## src/rtl/gate_tt_tester.sv

```systemverilog
// gate_tt_tester: walks all four {a,b} vectors into a 2-input gate and checks the output against EXPECT_TT.
// Latency: each vector is held SETTLE_CYCLES cycles and sampled one cycle later; done pulses 4*(SETTLE_CYCLES+1)+1 cycles after start.
// Backpressure: none; start is only honoured in IDLE, and abort cancels a run in progress.
module gate_tt_tester #(
  // Expected gate output for each vector; bit index = {a,b}. The default is OR.
  parameter logic [3:0]  EXPECT_TT     = 4'b1110,
  // Number of cycles a vector is held before it is sampled. The legal range is 1..15.
  parameter int unsigned SETTLE_CYCLES = 2
) (
  input  logic       clk,
  input  logic       rst_n,
  input  logic       start,
  input  logic       abort,
  output logic       dut_a,
  output logic       dut_b,
  input  logic       dut_c,
  output logic       busy,
  output logic       done,
  output logic       pass,
  output logic [3:0] fail_vec,
  output logic [2:0] err_count
);

  localparam logic [1:0] ST_IDLE   = 2'd0;
  localparam logic [1:0] ST_SETTLE = 2'd1;
  localparam logic [1:0] ST_SAMPLE = 2'd2;
  localparam logic [1:0] ST_DONE   = 2'd3;

  // The settle counter starts at 0, so the last settle cycle is SETTLE_CYCLES-1.
  localparam logic [3:0] SETTLE_LAST = 4'(SETTLE_CYCLES - 1);

  logic [1:0] r_state;
  logic [1:0] r_idx;
  logic [3:0] r_cnt;
  logic       r_a;
  logic       r_b;
  logic       r_busy;
  logic       r_done;
  logic       r_pass;
  logic [3:0] r_fail;
  logic [2:0] r_err;

  logic       w_settle_last;
  logic       w_mismatch;
  logic [3:0] w_fail_next;
  logic [2:0] w_err_next;

  assign w_settle_last = (r_cnt == SETTLE_LAST);

  // dut_c is compared directly because the gate is combinational from our own registered dut_a/dut_b.
  assign w_mismatch = (dut_c != EXPECT_TT[r_idx]);

  // The fail vector after this sample, and its popcount, so that err_count and pass never lag behind fail_vec.
  always_comb begin
    w_fail_next        = r_fail;
    w_fail_next[r_idx] = w_mismatch;
    w_err_next         = {2'b00, w_fail_next[0]} + {2'b00, w_fail_next[1]}
                       + {2'b00, w_fail_next[2]} + {2'b00, w_fail_next[3]};
  end

  // Sequencer: IDLE -> (SETTLE -> SAMPLE) x4 -> DONE -> IDLE. Abort returns to IDLE and keeps partial results.
  always_ff @(posedge clk or negedge rst_n) begin
    if (!rst_n) begin
      r_state <= ST_IDLE;
      r_idx   <= 2'd0;
      r_cnt   <= 4'd0;
      r_a     <= 1'b0;
      r_b     <= 1'b0;
      r_busy  <= 1'b0;
      r_done  <= 1'b0;
      r_pass  <= 1'b0;
      r_fail  <= 4'd0;
      r_err   <= 3'd0;
    end else if (abort) begin
      // An abort in IDLE also prevents a start that is requested in the same cycle.
      if (r_state != ST_IDLE) begin
        r_state <= ST_IDLE;
        r_a     <= 1'b0;
        r_b     <= 1'b0;
        r_busy  <= 1'b0;
        r_done  <= 1'b0;
        r_pass  <= 1'b0;
      end
    end else begin
      case (r_state)
        ST_IDLE: begin
          if (start) begin
            r_state <= ST_SETTLE;
            r_idx   <= 2'd0;
            r_cnt   <= 4'd0;
            r_a     <= 1'b0;
            r_b     <= 1'b0;
            r_busy  <= 1'b1;
            r_pass  <= 1'b0;
            r_fail  <= 4'd0;
            r_err   <= 3'd0;
          end
        end
        ST_SETTLE: begin
          r_cnt <= r_cnt + 4'd1;
          if (w_settle_last) begin
            r_state <= ST_SAMPLE;
          end
        end
        ST_SAMPLE: begin
          r_fail <= w_fail_next;
          r_err  <= w_err_next;
          if (r_idx == 2'd3) begin
            // Pass uses the updated vector, so it is already valid in the cycle where done is high.
            r_state <= ST_DONE;
            r_done  <= 1'b1;
            r_busy  <= 1'b0;
            r_pass  <= (w_fail_next == 4'd0);
            r_a     <= 1'b0;
            r_b     <= 1'b0;
          end else begin
            r_state      <= ST_SETTLE;
            r_idx        <= r_idx + 2'd1;
            {r_a, r_b}   <= r_idx + 2'd1;
            r_cnt        <= 4'd0;
          end
        end
        ST_DONE: begin
          // A start in this cycle is deliberately dropped; only IDLE accepts a start.
          r_state <= ST_IDLE;
          r_done  <= 1'b0;
        end
        default: begin
          r_state <= ST_IDLE;
        end
      endcase
    end
  end

  assign dut_a     = r_a;
  assign dut_b     = r_b;
  assign busy      = r_busy;
  assign done      = r_done;
  assign pass      = r_pass;
  assign fail_vec  = r_fail;
  assign err_count = r_err;

endmodule

```

## config.mk

```make
export PLATFORM = sky130hd
export DESIGN_NAME = gate_tt_tester
export DESIGN_NICKNAME = d
export VERILOG_FILES = /design/src/rtl/gate_tt_tester.sv
export SDC_FILE = /design/constraint.sdc
export NUM_CORES = 1
export LEC_CHECK = 0
export CAP_MARGIN = 40
export CORE_AREA = 2 2 65 67
export DETAILED_ROUTE_END_ITERATION = 8
export DIE_AREA = 0 0 67 69
export GPL_ROUTABILITY_DRIVEN = 1
export PLACE_DENSITY = 0.58
export SLEW_MARGIN = 20
export SYNTH_ARGS = -nofsm -noshare
export SYNTH_HDL_FRONTEND = slang
export SYNTH_SLANG_ARGS = --single-unit
```

## constraint.sdc

```tcl
create_clock -name clk -period 2.2 [get_ports clk]
set_clock_uncertainty 0.05 [all_clocks]
set_input_delay 0.66 -clock clk [delete_from_list [all_inputs] [get_ports clk]]
set_output_delay 0.66 -clock clk [all_outputs]
set_load 0.05 [all_outputs]
```

* Yosys cells after proc, flatten, opt, wreduce, memory -nomap -nowiden
Index checks and enable logic that the tools add are counted.
** Storage, ports and cells
- Word-level logic and storage cells :: 83
- Register bits :: 20
** Cells by class
- Bitwise operators :: 1
- Reduce and logical (&&, ||, !) cells :: 15
- Mux-type cells :: 38
- Equal/unequal tests :: 12
- Add/sub/neg operators :: 5
- Magnitude comparators :: 2
** Operators with widths (number)
- $mux W1 :: 15
- $mux W2 :: 7
- $pmux W4 S3 :: 1
- $reduce_and A3 Y1 :: 4
- $reduce_and A4 Y1 :: 3
- $pmux W1 S2 :: 5
- $ne A3 B3 Y1 const B :: 3
- $reduce_bool A3 Y1 :: 3
- $mux W4 :: 2
- $pmux W2 S4 :: 1
- $pmux W4 S2 :: 1
- $eq A2 B2 Y1 const B :: 3
- $pmux W3 S2 :: 1
- $add A4 B1 Y4 const B :: 1
- $bwmux W4 :: 1
- $eq A4 B1 Y1 const B :: 1
- $logic_not A4 Y1 :: 1
- $ne A2 B2 Y1 const B :: 2
- $pmux W2 S2 :: 1
- $reduce_bool A2 Y1 :: 2
- $add A2 B1 Y3 :: 1
- $add A3 B1 Y3 :: 1
- $lt A2 B3 Y1 const B :: 1
- $mux W3 :: 1
- other kinds (11) :: 11

* Depth between registers and ports, before layout
Gate-level depths: netlist of run 1.
- Word-level depth :: 9
- Mapped depth :: 10

* Worst setup path after synthesis of run 1
OpenSTA, ideal clock, no wires.
- Path type :: reg-to-reg
- Start point :: reg r_idx[0]
- End point :: reg r_err[1] (netlist: err_count[1])
- Setup slack :: -166 ps
- Required time :: 2029 ps
- Library setup time :: 121 ps
- Cell stages (with the launch flop) :: 11
- Data arrival time :: 2195 ps
- Clock period less this slack :: 2366 ps
- Path buffers :: 0
- Path through :: dfrtp_1 inv_1 ha_1 xnor2_1 mux2i_1 inv_1 ha_1 xnor2_1 ha_1 ha_1 a22o_1
** Between the ends
- Word-level cells in the longest chain between the ends :: 9
** Ends and longest elaborated chain
- from (decl) :: line 33 : logic [1:0] r_idx;
- from (signal assigned) :: line 118 : r_idx <= r_idx + 2'd1;
- $lt A2 B3 Y1 (implied by the code) or $ge A2 B1 Y1 (tied branches) :: line 56 : w_fail_next[r_idx] = w_mismatch;
- $logic_and A1 B1 Y1 (implied by the code) :: line 56
- $mux W1 (implied by the code) :: line 56
- $demux W1 S2 :: line 56
- $bwmux W4 * :: line 56
- $add A1 B1 Y2 :: line 57 : w_err_next = {2'b00, w_fail_next[0]} + {2'b00, w_fail_next[1]}
- $add A2 B1 Y3 :: line 58 : + {2'b00, w_fail_next[2]} + {2'b00, w_fail_next[3]};
- $add A3 B1 Y3 * :: line 58
- $pmux W3 S2 * :: line 85 : case (r_state)
- to (signal assigned) :: line 107 : r_err <= w_err_next;
- to (decl) :: line 41 : logic [2:0] r_err;
Every way passes the cells marked *; elsewhere a longest branch is shown, timed or not. The select of a mux whose other input is x is not followed.
A chain may end at the register's enable or synchronous reset.

* Final worst setup path of run 1
- Start point :: in dut_c
- End point :: reg r_err[1] (netlist: err_count[1])
** Between the ends
- Word-level cells in the longest chain between the ends :: 6
** Ends and longest elaborated chain
- from (decl) :: line 16 : input logic dut_c,
- $ne A1 B1 Y1 * :: line 51 : assign w_mismatch = (dut_c != EXPECT_TT[r_idx]);
- $bwmux W4 * :: line 56
- $add A1 B1 Y2 :: line 57
- $add A2 B1 Y3 :: line 58
- $add A3 B1 Y3 * :: line 58
- $pmux W3 S2 * :: line 85
Every way passes the cells marked *; elsewhere a longest branch is shown, timed or not.

==> summary.txt, run 1 <==
Outcome
  – Result of the run: finished with violations
  – Failing checks: setup timing

Synth
  – Synth area leaders: dfrtp_1 44%, ha_1 12%, nand2_1 4.6%, mux2i_1 4.4%, nor2_1 4.3%
  – Seq cells post-synth: 20
  – Synth Cell Area: 1142 sq um
  – Synthesis Warnings: 0
  – Most used DFF post-synth: dfrtp_1
  – Mapped Cells: roughly 120
  – Post-synthesis sequential area ratio: between 40% and 50%
  – Syn nets: between 100 and 150
  – Ys async rst share: 100.0%
  – Yosys top cell area share: 43.81%
  – EDFF count, synth: 0
  – Cell variety after synth: 30
  – Mapped Avg Cell Area: 9.600 sq um
  – Yosys top cell by area: dfrtp_1

Worst setup path
  – Critical Path Source Type: input port
  – Critical-path cell list: clkdlybuf4s15_2, xnor2_4, mux2i_2, inv_2, ha_4, xnor2_2, ha_2, ha_4, a22o_1
  – Slowest cell on crit path: ha_4
  – Crit path max-delay family: adder cells
  – Crit path launch: dut_c
  – Critical Path AT: 2.31 ns
  – CP Capture Type: flip-flop
  – Reg-to-Reg Start: r_idx[0]
  – Crit path buffers/inverters: 2
  – Most used cell, CP: ha_4
  – Critical Path Fanout Max: 3
  – CP required: 2.30 ns
  – Slowest stage delay, CP: about 0.28 ns
  – Crit Path Class: in2reg

Layout
  – Final Cell Area: ~1600 sq um
  – Final Non-Filler Cells: 203
  – Ant. Diodes: 0
  – Layout cells sized above 1: between 30% and 40%
  – Final core utilization: 40.51%
  – Area growth, synth to finish: 38.77%
  – Nets: 170

Global routing
  – First-pass GRT wire length: 4698 um
  – GRT Total Usage: about an eighth
  – Vias in the first global route: 1022
  – Largest net degree at the start of global routing: 21
  – Total grt overflow: 0
  – Antenna violations before repair: 0

Drt
  – DRT antenna net count: 0
  – DR WL met3: 88 um
  – Initial DRC count: between 40 and 50
  – Routed wire per std cell: approximately 13 um
  – Top Layer Used: met4
  – DRT met1 WL: 1265 um
  – Vias: 972
  – Final WL: 2629 um
  – Met2 routed WL: ~1300 um
  – DRC errors left: 0
  – Drt pass-1 iters: 2
  – Vias per cell: 4.788

Floorplan
  – Die extent in y: 69 um
  – Die area: 4623 sq um
  – Initial Util: just under 30%
  – Core area: 3914 sq um
  – Die W: ~67 um
  – Site row count: 23
  – IO Count: 17

Power and ir drop
  – Leak: 0.7573 nW
  – Tot Pwr: 924.5 uW
  – Cell Pwr Density: 583.2 nW/um^2
  – Maximum vdd drop: 0.3522 mV

CTS
  – CTS tree: yes
  – Clock sink count: 20
  – Root Driver: clkbuf_8
  – Max Root-Sink Buffers: 2
  – Clock Latency Late Sink: 0.26 ns
  – Htree depth: 1
  – CTS buffer count: 3
  – Clock transition at path regs: 0.07 ns

STA
  – Slew margin rel.: 66.17%
  – TNS Setup: -0.01103 ns
  – Final worst slack: -0.01103 ns
  – Fin crit period: around 2.2 ns
  – Achievable Freq: 452.3 MHz
  – Hold_ws: between 0.4 and 0.5 ns
  – Setup-failing EPs final: 1
  – Worst-Margin Slew: ~0.5 ns
  – Post-route clock period utilization: 100.5%
  – Hold Violations, Final: 0
  – Final Max Slew Viols: 0
  – RSZ-0062 raised after global routing: yes

Placed design
  – Post-place setup slack: -0.6913 ns
  – Area after DPL: 1488 sq um
  – GP Congestion: 0.8130
  – Post-placement cell count: 198
  – Hpwl dp: 1974 um
  – Port bufs: 16

Min path
  – Hold crit path type: reg2reg
  – HP Start: done

Job
  – Max Cap Viol: 0
-- area by class of cell --
class / count / area, sq um
Inverter: 8 / 30.03
Sequential cell: 20 / 500.5
Clock buffer: 4 / 55.05
Multi-Input combinational cell: 88 / 678.2
Timing Repair Buffer: 33 / 259.0
Tap cell: 50 / 62.56
Fill cell: 400 / 2328
-- flip-flops by register name, summed over array words and instances, names as in the netlist --
signal and flops:
r_state 2, done 1, r_idx 2, dut_a 1, r_cnt 4, fail_vec 4, busy 1, pass 1
dut_b 1, err_count 3
-- metal layers --
layer / up-vias / track usage [%]
met1: 471 / 16.92
met4: 0 / 2.041
met3: 2 / 3.100
li1: 483 / -
met2: 16 / 21.12
met5: - / 0
-- synthesized netlist by cell type (2+ instances only) --
master	number
a21oi_1	3
a22o_1	4
buf_2	2
dfrtp_1	20
ha_1	11
inv_1	8
mux2i_1	5
nand2_1	14
nand2b_1	3
nor2_1	13
nor2b_1	5
o211ai_1	2
o21ai_1	9
o31ai_1	2
xnor2_1	3
-- kinds of logic after synthesis --
kind of cell	count (synthesis)	synth area share, %
AOI/OAI and AO/OA	25	14.57
muxes	5	4.381
xor gates and xnor gates	3	2.301
DFF	20	43.81
adders and majority gates	11	12.05
and+or+nand+nor	44	19.06
buffers and inverters	11	3.833
-- path summary, 6_finish.rpt --
check,endpoint,slack [ns],cells after the start
worst min-delay path,done,0.44,2
worst min register to register,done,0.44,2
worst max register to register,err_count[1],0,10
worst max-delay path,err_count[1],-0.01,9
min in group asynchronous,r_cnt[1],0.70,2
max in group asynchronous,r_idx[0],1.18,2
-- layout by cell type (no fill, tap or decap), drive strengths merged, types with 2 or more instances in the layout --
cell,instances
clkbuf,4
inv,8
ha,11
nor2,13
o31ai,2
nand3b,2
dfrtp,20
nor2b,5
nand2b,3
nand2,14
buf,29
o21ai,10
mux2i,5
xnor2,3
o211ai,2
a22o,4
a21oi,3
clkdlybuf4s50,3
-- what timing repair did --
item / in CTS / in global routing
hold buffers: 0 / 0
setup buffers: 1 / 0
endpoints found under the setup margin: 3 / 3
pin swaps: 6 / 4
resized for setup: 5 / 6
-- where the power goes --
part,internal (mW),switching [mW]
sequential,0.388,0.0317
clock,0.159,0.124
combinational,0.103,0.118
total,0.650,0.274
-- worst min-delay path, delay by kind of cell, from the launching register on --
family	cells	cell delay (ns)
compound gates	1	0.06
flops	1	0.35
simple gates	1	0.05
Power figures use the tool's default switching activity.
==> inputs of run 2 (changes only) <==
ABC_CLOCK_PERIOD_IN_PS = 2500   (was not set)
PLACE_DENSITY = not set   (was 0.58)
clock period = 2.5 ns   (was 2.2 ns; I/O delays follow)
==> run 2 against run 1 <==
  * Via count fell by 4.3%
  * Global-route usage fell by 0.39 points
  * Final area fell by 5.1%
  * Critical path type unchanged
  * Critical path depth did not move
  * Flip-flop and latch count did not move
  * Cell count fell by 3.4%
  * The flow now finishes without violations
  * Setup slack improved by 0.12 ns
  * Non-clock buffer count fell by 6
==> summary.txt, run 2 (synthesis gave the netlist of run 1 again) <==
CTS
  – Clock Latency Late Sink: 0.26 ns (about the same)
  – Htree depth: 1 (unchanged)
  – CTS tree: yes
  – Clock transition at path regs: 0.07 ns (about the same)
  – Clock sink count: 20 (unchanged)
  – CTS Hold Bufs: 0 (unchanged)
  – Max Root-Sink Buffers: 2 (unchanged)
  – Root Driver: clkbuf_8
  – CTS buffer count: 3 (unchanged)

Floorplan
  – Initial Util: 29.19% (unchanged)
  – Die W: 67 um (unchanged)
  – Core area: 3914 sq um (unchanged)
  – Site row count: 23 (unchanged)
  – Die area: 4623 sq um (unchanged)
  – Die extent in y: 69 um (unchanged)
  – IO Count: 17 (unchanged)

Drt
  – Initial DRC count: 27 (-37%)
  – Vias per cell: 4.745 (-0.90%)
  – DRC errors left: 0 (unchanged)
  – Routed wire per std cell: 13.09 um (+1.1%)
  – Final WL: 2565 um (-2.4%)
  – Vias: 930 (-4.3%)
  – Drt pass-1 iters: 4 (+2)
  – DRT antenna net count: 0 (unchanged)

Power and ir drop
  – Sw Ratio: 30.78% (+1.1 points)
  – Cell Pwr Density: 511.0 nW/um^2 (-12%)
  – Switching Power: 236.5 uW (-14%)
  – Power share of the sequential group: 48.0% (+2.6 points)
  – Clock power share: 28.2% (-2.5 points)
  – Maximum vdd drop: 0.3180 mV (-9.7%)
  – P_int: 532.0 uW (-18%)
  – Combinational Power Share: 23.8% (about the same)
  – Tot Pwr: 768.5 uW (-17%)
  – Leak: 0.7024 nW (-7.2%)

Worst setup path
  – Most used cell, CP: xnor2_2
  – Critical-path cell list: dlygate4sd2_1, xnor2_2, mux2i_1, inv_1, ha_4, xnor2_2, ha_2, ha_1, a22o_1
  – Critical Path Fanout Max: 3 (unchanged)
  – R2R depth: 10 (unchanged)
  – Crit path launch: dut_c
  – CP required: 2.60 ns (+0.30 ns)
  – Crit path buffers/inverters: 2 (unchanged)
  – Critical Path Source Type: input port
  – Critical Path AT: 2.49 ns (+0.18 ns)
  – Slowest stage delay, CP: 0.27 ns (about the same)
  – Slowest cell on crit path: ha_1
  – R2r endpoint: err_count[1]
  – CP Capture Type: flip-flop
  – Reg-to-Reg Start: r_idx[0]
  – Flop2flop setup slack: 0.18 ns (+0.18 ns)
  – Crit Path Class: in2reg
  – Crit path max-delay family: adder cells

STA
  – Final worst slack: 0.1084 ns (+0.1194 ns)
  – Slew margin rel.: 65.52% (-0.65 points)
  – Hold Violations, Final: 0 (unchanged)
  – Post-route clock period utilization: 95.67%
  – Setup-failing EPs final: 0 (-1)
  – Achievable Freq: 418.1 MHz
  – Fin crit period: 2.392 ns
  – Worst-Margin Slew: 0.5138 ns (+0.009755 ns)
  – Final Max Slew Viols: 0 (unchanged)
  – RSZ-0062 raised after global routing: no

Global routing
  – Largest net degree at the start of global routing: 21 (unchanged)
  – First-pass GRT wire length: 4464 um (-5.0%)
  – Vias in the first global route: 1013 (-0.88%)
  – Total grt overflow: 0 (unchanged)
  – Antenna violations before repair: 0 (unchanged)
  – GRT Total Usage: 12.35% (-0.39 points)

Min path
  – HP Start: done
  – Worst Hold End: done
  – Hold crit path type: reg2reg
  – WHS Path Cells: 2 (unchanged)

Layout
  – Nets: 164 (-3.5%)
  – Ant. Diodes: 0 (unchanged)
  – Leading cell types in the layout, fill and taps excluded: 20 x dfrtp_1, 15 x clkdlybuf4s50_1, 14 x nand2_1
  – Layout cells sized above 1: 13.70% (-19 points)
  – Fillers: 408 (+2.0%)
  – Register Area: 500.5 sq um (unchanged)
  – Area growth, synth to finish: 31.65%
  – Most common cell after layout, fill and taps aside: dfrtp_1
  – Final Cell Area: 1504 sq um (-5.1%)
  – Multi-input logic area: 628.1 sq um (-7.4%)

Placed design
  – Port bufs: 16 (unchanged)
  – Post-place setup slack: -0.4530 ns (+0.2383 ns)
  – Hpwl dp: 1827 um (-7.5%)
  – Area after DPL: 1419 sq um (-4.6%)
  – GP Congestion: 0.8555 (+5.2%)

Job
  – Max Cap Viol: 0 (unchanged)

Outcome
  – Result of the run: completed
## run 2: changes by cell type in the layout (fill, tap and decap cells not counted), moves of 3 or more
cell | before | now
inv_1 | 4 | 8
buf_4 | 29 | 11
inv_2 | 4 | 0
ha_1 | 6 | 9
clkdlybuf4s50_1 | 3 | 15
## run 2: layer usage
metal	routed length [um]	up-vias	global-route usage, %
met4	34	0	3.401
met2	1225	18	19.80
met3	117	6	3.589
met1	1189	446	16.01
li1	-	460	-
met5	0	-	0
## run 2: cell type report
type	count	area share [%]
clock buffer	3	2.745
timing repair buffer	27	16.06
sequential	20	33.28
tap	50	4.160
inverter	8	1.997
multi-input combinational	88	41.76
## run 2: worst max-delay path by stage
stage / slack (ns) / end / cells past startpoint
after detailed placement: -0.45 / err_count[1] / 9
after floorplan: 0.06 / err_count[1] / 8
final: 0.11 / err_count[1] / 9
after global placement: -0.39 / err_count[1] / 9
after global routing: 0.009 / err_count[1] / 9
after CTS: 0.03 / err_count[1] / 9
## run 2: worst min-delay path: stages, from the launching register on
cell,delay [ns]
dfrtp_1,0.35
o21ai_1,0.06
nand2_1,0.05
## run 2: power groups by stage
stage                     clock network, mW  registers, mW  logic, mW
after CTS                             0.218          0.369      0.172
final                                 0.217          0.369      0.183
after global routing                  0.233          0.373      0.204
after floorplan                           0          0.389     0.0893
after global placement                    0          0.374      0.160
after detailed placement                  0          0.375      0.165
## run 2: repair_timing
| action | 4_1_cts | 5_1_grt |
|---|---|---|
| setup endpoints to repair | 3 | 2 |
| cloned | 0 | 0 |
| buffers inserted | 1 | 1 |
| gates resized for setup | 2 | 3 |
| pin swaps | 2 | 1 |
## run 2: metrics by stage
step | instances | hold WS [ns] | util (%) | TNS, ns
6_report | 196 | 0.4414 | 38.43 | 0
5_1_grt | 196 | 0.4801 | 38.43 | 0
4_1_cts | 195 | 0.4504 | 37.66 | 0
3_5_place_dp | 191 | 0.4340 | 36.25 | -1.058
3_3_place_gp | 191 | 0.4387 | 36.25 | -0.9184
2_1_floorplan | 119 | 0.4044 | - | 0
